<file path="src/rtl/mips_pkg.sv">
// Shared constants for the MIPS pipeline: control-bus bit map and instruction field positions.
package mips_pkg;

   localparam int unsigned CTRL_W_DEF = 9;

   // Control-bus bit indices
   localparam int unsigned REGWRITE = 0;
   localparam int unsigned MEMREAD  = 1;
   localparam int unsigned MEMWRITE = 2;
   localparam int unsigned MEMTOREG = 3;
   localparam int unsigned ALUSRC   = 4;
   localparam int unsigned REGDST   = 5;
   localparam int unsigned BRANCH   = 6;
   localparam int unsigned ALUOP_LO = 7;
   localparam int unsigned ALUOP_HI = 8;

   // Instruction field positions
   localparam int unsigned REG_AW = 5;
   localparam int unsigned RS_LO  = 21;
   localparam int unsigned RT_LO  = 16;
   localparam int unsigned RD_LO  = 11;
   localparam int unsigned IMM_W  = 16;
   localparam int unsigned OP_LO  = 26;

   function automatic logic [31:0] sign_ext16(input logic [IMM_W-1:0] imm);
      return {{(32 - IMM_W){imm[IMM_W-1]}}, imm};
   endfunction

endpackage

</file>
<file path="src/rtl/hazard_detect.sv">
// Load-use hazard detection between the instruction in EX and the one in ID.
module hazard_detect
   import mips_pkg::*;
(
   input  logic              ex_valid_i,
   input  logic              ex_memread_i,
   input  logic              ex_regwrite_i,
   input  logic [REG_AW-1:0] ex_rt_i,
   input  logic              id_valid_i,
   input  logic [REG_AW-1:0] id_rs_i,
   input  logic [REG_AW-1:0] id_rt_i,
   output logic              hazard_o
);

   logic load_in_ex;
   logic rt_match;

   always_comb begin
      load_in_ex = ex_valid_i && ex_memread_i && ex_regwrite_i && (ex_rt_i != '0);
      // rt is compared even when ID does not read it; a spare bubble is harmless
      rt_match   = (ex_rt_i == id_rs_i) || (ex_rt_i == id_rt_i);
      hazard_o   = load_in_ex && id_valid_i && rt_match;
   end

endmodule

</file>
<file path="src/rtl/id_ex_stage.sv">
// Decode operand stage and ID/EX pipeline register with write-back bypass, load-use
// bubble insertion, EX flush handling and a saturating stall counter.
module id_ex_stage
   import mips_pkg::*;
#(
   parameter int unsigned CTRL_W = CTRL_W_DEF,
   parameter int unsigned CNT_W  = 16
) (
   input  logic              i_clk,
   input  logic              i_rst_n,
   input  logic              id_valid,
   input  logic [31:0]       id_instr,
   input  logic [31:0]       id_pc4,
   input  logic [CTRL_W-1:0] id_ctrl,
   output logic [4:0]        regRdAddr1,
   output logic [4:0]        regRdAddr2,
   input  logic [31:0]       regRdData1,
   input  logic [31:0]       regRdData2,
   input  logic              wb_regWrEn,
   input  logic [4:0]        wb_regWrAddr,
   input  logic [31:0]       wb_regWrData,
   input  logic              ex_flush,
   output logic              stall,
   output logic              ex_valid,
   output logic [CTRL_W-1:0] ex_ctrl,
   output logic [31:0]       ex_pc4,
   output logic [31:0]       ex_rd1,
   output logic [31:0]       ex_rd2,
   output logic [31:0]       ex_imm,
   output logic [4:0]        ex_rs,
   output logic [4:0]        ex_rt,
   output logic [4:0]        ex_rd,
   output logic [CNT_W-1:0]  stall_cnt
);

   logic [REG_AW-1:0] id_rs, id_rt, id_rd;
   logic [31:0]       op_a, op_b;
   logic              hazard;
   logic [5:0]        unused_opcode;

   logic              ex_valid_q, ex_valid_d;
   logic [CTRL_W-1:0] ex_ctrl_q, ex_ctrl_d;
   logic [31:0]       ex_pc4_q, ex_pc4_d;
   logic [31:0]       ex_rd1_q, ex_rd1_d;
   logic [31:0]       ex_rd2_q, ex_rd2_d;
   logic [31:0]       ex_imm_q, ex_imm_d;
   logic [4:0]        ex_rs_q, ex_rs_d;
   logic [4:0]        ex_rt_q, ex_rt_d;
   logic [4:0]        ex_rd_q, ex_rd_d;
   logic [CNT_W-1:0]  stall_cnt_q, stall_cnt_d;

   assign id_rs         = id_instr[RS_LO +: REG_AW];
   assign id_rt         = id_instr[RT_LO +: REG_AW];
   assign id_rd         = id_instr[RD_LO +: REG_AW];
   assign unused_opcode = id_instr[OP_LO +: 6];
   assign regRdAddr1    = id_rs;
   assign regRdAddr2    = id_rt;

   hazard_detect u_hazard_detect (
      .ex_valid_i    (ex_valid_q),
      .ex_memread_i  (ex_ctrl_q[MEMREAD]),
      .ex_regwrite_i (ex_ctrl_q[REGWRITE]),
      .ex_rt_i       (ex_rt_q),
      .id_valid_i    (id_valid),
      .id_rs_i       (id_rs),
      .id_rt_i       (id_rt),
      .hazard_o      (hazard)
   );

   assign stall = hazard && !ex_flush;

   // The register file commits on the same edge we capture, so forward WB data here
   always_comb begin
      op_a = regRdData1;
      op_b = regRdData2;
      if (wb_regWrEn && (wb_regWrAddr == id_rs) && (id_rs != '0)) op_a = wb_regWrData;
      if (wb_regWrEn && (wb_regWrAddr == id_rt) && (id_rt != '0)) op_b = wb_regWrData;
   end

   always_comb begin
      ex_valid_d  = ex_valid_q;
      ex_ctrl_d   = ex_ctrl_q;
      ex_pc4_d    = ex_pc4_q;
      ex_rd1_d    = ex_rd1_q;
      ex_rd2_d    = ex_rd2_q;
      ex_imm_d    = ex_imm_q;
      ex_rs_d     = ex_rs_q;
      ex_rt_d     = ex_rt_q;
      ex_rd_d     = ex_rd_q;
      stall_cnt_d = stall_cnt_q;

      if (ex_flush || hazard) begin
         ex_valid_d = 1'b0;
         ex_ctrl_d  = '0;
      end else begin
         ex_valid_d = id_valid;
         ex_ctrl_d  = id_valid ? id_ctrl : '0;
         ex_pc4_d   = id_pc4;
         ex_rd1_d   = op_a;
         ex_rd2_d   = op_b;
         ex_imm_d   = sign_ext16(id_instr[IMM_W-1:0]);
         ex_rs_d    = id_rs;
         ex_rt_d    = id_rt;
         ex_rd_d    = id_rd;
      end

      if (stall && (stall_cnt_q != {CNT_W{1'b1}})) stall_cnt_d = stall_cnt_q + 1'b1;
   end

   always_ff @(posedge i_clk) begin
      if (!i_rst_n) begin
         ex_valid_q  <= 1'b0;
         ex_ctrl_q   <= '0;
         ex_pc4_q    <= '0;
         ex_rd1_q    <= '0;
         ex_rd2_q    <= '0;
         ex_imm_q    <= '0;
         ex_rs_q     <= '0;
         ex_rt_q     <= '0;
         ex_rd_q     <= '0;
         stall_cnt_q <= '0;
      end else begin
         ex_valid_q  <= ex_valid_d;
         ex_ctrl_q   <= ex_ctrl_d;
         ex_pc4_q    <= ex_pc4_d;
         ex_rd1_q    <= ex_rd1_d;
         ex_rd2_q    <= ex_rd2_d;
         ex_imm_q    <= ex_imm_d;
         ex_rs_q     <= ex_rs_d;
         ex_rt_q     <= ex_rt_d;
         ex_rd_q     <= ex_rd_d;
         stall_cnt_q <= stall_cnt_d;
      end
   end

   assign ex_valid  = ex_valid_q;
   assign ex_ctrl   = ex_ctrl_q;
   assign ex_pc4    = ex_pc4_q;
   assign ex_rd1    = ex_rd1_q;
   assign ex_rd2    = ex_rd2_q;
   assign ex_imm    = ex_imm_q;
   assign ex_rs     = ex_rs_q;
   assign ex_rt     = ex_rt_q;
   assign ex_rd     = ex_rd_q;
   assign stall_cnt = stall_cnt_q;

endmodule
</file>
<file path="config.mk">
export PLATFORM = sky130hd
export DESIGN_NAME = id_ex_stage
export DESIGN_NICKNAME = d
export VERILOG_FILES = /design/src/rtl/mips_pkg.sv /design/src/rtl/hazard_detect.sv /design/src/rtl/id_ex_stage.sv
export SDC_FILE = /design/constraint.sdc
export NUM_CORES = 1
export LEC_CHECK = 0
export BUFFER_PORTS_ARGS = -buffer_cell sky130_fd_sc_hd__buf_2
export CAP_MARGIN = 20
export CORE_AREA = 2 2 139 141
export CTS_BUF_LIST = sky130_fd_sc_hd__clkbuf_2 sky130_fd_sc_hd__clkbuf_4 sky130_fd_sc_hd__clkbuf_8
export CTS_CLUSTER_DIAMETER = 50
export CTS_CLUSTER_SIZE = 10
export DETAILED_ROUTE_END_ITERATION = 10
export DIE_AREA = 0 0 141 143
export SLEW_MARGIN = 20
export SYNTH_ARGS = -nofsm -noshare
export SYNTH_HDL_FRONTEND = slang
export SYNTH_SLANG_ARGS = --single-unit
</file>
<file path="constraint.sdc">
create_clock -name i_clk -period 3.8 [get_ports i_clk]
set_clock_uncertainty 0.2 [all_clocks]
set_input_delay 0.76 -clock i_clk [delete_from_list [all_inputs] [get_ports i_clk]]
set_output_delay 0.76 -clock i_clk [all_outputs]
set_load 0.01 [all_outputs]
</file>
==> impl_metrics.py <==
metrics = {
    "die": {
        "die_h_um": 143,
        "fp.dieW_um": 141,
        "rows": 50,
        "dieArea_um2": 20160,
        "io_pins": 359,
        "initial_core_util_pct": 33.76,
        "design.core.area_um2": 18580,
    },
    "pwr": {
        "switchingPower_uw": 933.8,
        "cell_internal_pwr_mw": 2.390,
        "combPwrFrac_pct": 14.0,
        "clkPwrFrac_pct": 35.7,
        "ir_worst_vdd_uv": 222.0,
        "p_sw_share_pct": 28.09,
        "p_leak_nw": 3.709,
        "power_frac_seq_pct": 50.4,
        "pwr_density_cell_nw_per_um2": 397.9,
    },
    "layout": {
        "syn_to_final_growth_pct": 33.19,
        "layout_common_cells": "351 x buf_2, 148 x dfxtp_1, 76 x mux2i_1, 64 x o2bb2ai_1, 58 x nand3_1",
        "fin_nets": 1129,
        "drive_gt1_share_pct": 42.20,
        "fillers": 1886,
        "final_common_cell": "buf_2",
    },
    "sta": {
        "fmax_ghz": 0.3499,
        "setup_tns_ps": 0,
        "report.final.setup_viol": 0,
        "tightest_slew_ps": 952.7,
        "hold_slack_ps": 257.4,
        "slew-limit-headroom_pct": 36.49,
        "layout_min_cycle_time_ps": 2858,
        "fin_crit_sh_pct": 75.21,
        "final_max_slew_viol_count": 0,
        "hold_viol_final": 0,
        "rsz0062_at_grt": "false",
    },
    "hold_path": {
        "hold_path.class": "reg2reg",
    },
    "worst_setup_path": {
        "worstPathArrival_ps": 1900,
        "cp_slowest_cell": "o22ai_4",
        "crit_required_ps": 2840,
        "crit_path_end_kind": "output pin",
        "worst_setup_path_start_kind": "input port",
        "r2r_slack_ps": 1210,
        "cp_num_buf_inv": 2,
        "critical_path.top_delay_family": "simple AND/OR/NAND/NOR gates",
        "max_stage_delay_ps": 280,
        "path_class": "in2out",
        "path_cells": "buf_2 > xnor2_1 > nand3_1 > o22ai_4 > nand2_1 > nor2_1 > buf_2",
        "path_common_cell": "buf_2",
        "path_max_fanout": 5,
    },
    "placement": {
        "dp_hpwl_mm": 14.22,
        "gp_congestion": 0.7920,
        "port_buffers": 352,
    },
    "logic_synthesis": {
        "synth-edff-count": 0,
        "syn-cell-area_um2": 6272,
        "yosysWarnings": 0,
        "synth_top_area_cell": "dfxtp_1",
        "yosys.area.top_type_share_pct": 47.24,
        "synth-seq-cells": 148,
        "ys_types": 37,
        "synth_area_leaders": "dfxtp_1 47%, mux2i_1 12%, o2bb2ai_1 8.9%, nand3_1 4.6%, o21ai_0 4.5%",
        "synthArstFlopShare_pct": 0,
        "syn_area_per_cell_um2": 9.665,
        "synth_ff_type": "dfxtp_1",
        "syn_nets": 829,
        "yosysSeqAreaShare_pct": 47.24,
        "synthCells": 649,
    },
    "detailed_routing": {
        "drc": 0,
        "wl_met2_mm": 9.490,
        "maxUsedRoutingLayer": "met4",
        "ant_nets": 0,
        "wl_met3_mm": 1.341,
        "wl_met1_mm": 8.122,
        "drtIter0Drc": 202,
        "firstDrtPassIters": 4,
        "wl_per_cell_um": 16.11,
        "totalWireLength_mm": 19.30,
        "viasPerCell": 4.762,
        "vias": 5705,
    },
    "clock_tree": {
        "clkLatencyLatePin_ps": 440,
        "clockBufferDepth": 2,
        "htreeDepth": 4,
        "postCtsSetupBuffers": 0,
        "cts-root-buf": "clkbuf_8",
        "ctsResizeCount": 0,
        "clk_pin_slew_ps": 80,
        "cts.sinks": 148,
        "cts_hold_buffers": 0,
        "cts_buffers": 17,
        "cts_tree": "built",
    },
    "job": {
        "maxCapViolCount": 0,
    },
    "outcome": {
        "status": "finished clean",
    },
    "global_routing": {
        "grt_usage_pct": 18.50,
        "grt_overflow": 0,
        "grt_pass1_wl_mm": 28.86,
        "grt_max_degree": 103,
        "antenna_found_initial": 3,
        "grt_pass1_vias": 5310,
    },
}
## through the flow
stage                     total power [mW]  util (%)  instances  worst slack (ps)  cell area (µm²)
final                                3.324     44.96       1198             942.0             8354
after global placement               2.176     42.89       1164             647.0             7969
after detailed placement             2.179     42.89       1164             621.2             7969
after floorplan                      1.956         -        649              1341             6272
after global routing                 3.498     44.96       1198             880.3             8354
after CTS                            3.379     44.94       1196             929.4             8349
## power groups by stage
stage                     Combinational, mW  Clock (mW)  Sequential (mW)
after floorplan                       0.207           0             1.75
after global placement                0.468           0             1.71
after detailed placement              0.470           0             1.71
after CTS                             0.471        1.23             1.67
after global routing                  0.511        1.30             1.69
final                                 0.464        1.19             1.67
## cell families (layout without fill, tap and decap cells)
group                    after synthesis  after routing  synth area share (%)
AO/OA/AOI/OAI                        139            139                 15.64
flip-flops                           148            148                 47.24
multiplexers                          76             76                 12.13
AND/OR/NAND/NOR                      181            181                 14.10
other                                  0              2                     0
buffers and inverters                 83            396                 7.760
adder cells (fa/ha/maj)                1              1                0.1994
XOR/XNOR                              21             21                 2.932
## cell usage after synthesis (5+ instances only)
library cell  instances
o2bb2ai_1            64
clkbuf_1             16
xor2_1                9
o21ai_0              56
nor2_1               18
nor3_1                5
a21oi_1              13
mux2i_1              76
buf_4                35
nand3_1              58
nand2_1              58
or3_1                 6
nand4_1               5
dfxtp_1             148
xnor2_1              12
and2_1                9
buf_2                24
## sequential cells by signal (all words and copies together), names as in the netlist
register	cells
ex_rd1	32
ex_pc4	32
ex_ctrl	9
ex_imm	16
ex_rs	5
ex_rd2	32
ex_valid	1
stall_cnt	16
ex_rt	5
## cell type report
cell class	count	area, µm²	area share (%)
repair buffers	359	1854	22.20
well taps	234	292.8	3.505
clock inverters	13	125.1	1.498
multi-input cells	418	2840	34.00
flip-flops and latches	148	2963	35.47
clock buffers	19	255.2	3.055
inverters	5	18.77	0.2247
diodes	2	5.005	0.05991
## final timing paths
kind                            cells after the start         end         start
worst max-delay path                                7       stall  id_instr[24]
worst min-delay path                                2  ex_pc4[18]    ex_pc4[18]
worst max register to register                      7    ex_rs[2]      ex_rt[0]
worst min register to register                      2  ex_pc4[18]    ex_pc4[18]
## worst reg2reg max path: stages, from the launching register on
cell     delay (ps)
dfxtp_1         450
xnor2_1         100
nand3_1         130
o22ai_4         120
a21oi_4         350
buf_4           770
mux2i_1         310
nor2_1           50
## layer usage
| metal | GRT usage (%) | vias up |
|---|---|---|
| met1 | 21.71 | 2566 |
| met4 | 6.000 | 0 |
| met3 | 6.003 | 20 |
| met2 | 32.09 | 228 |
| li1 | - | 2891 |
| met5 | 0 | - |
No activity file was read; power rests on OpenSTA's default activity.
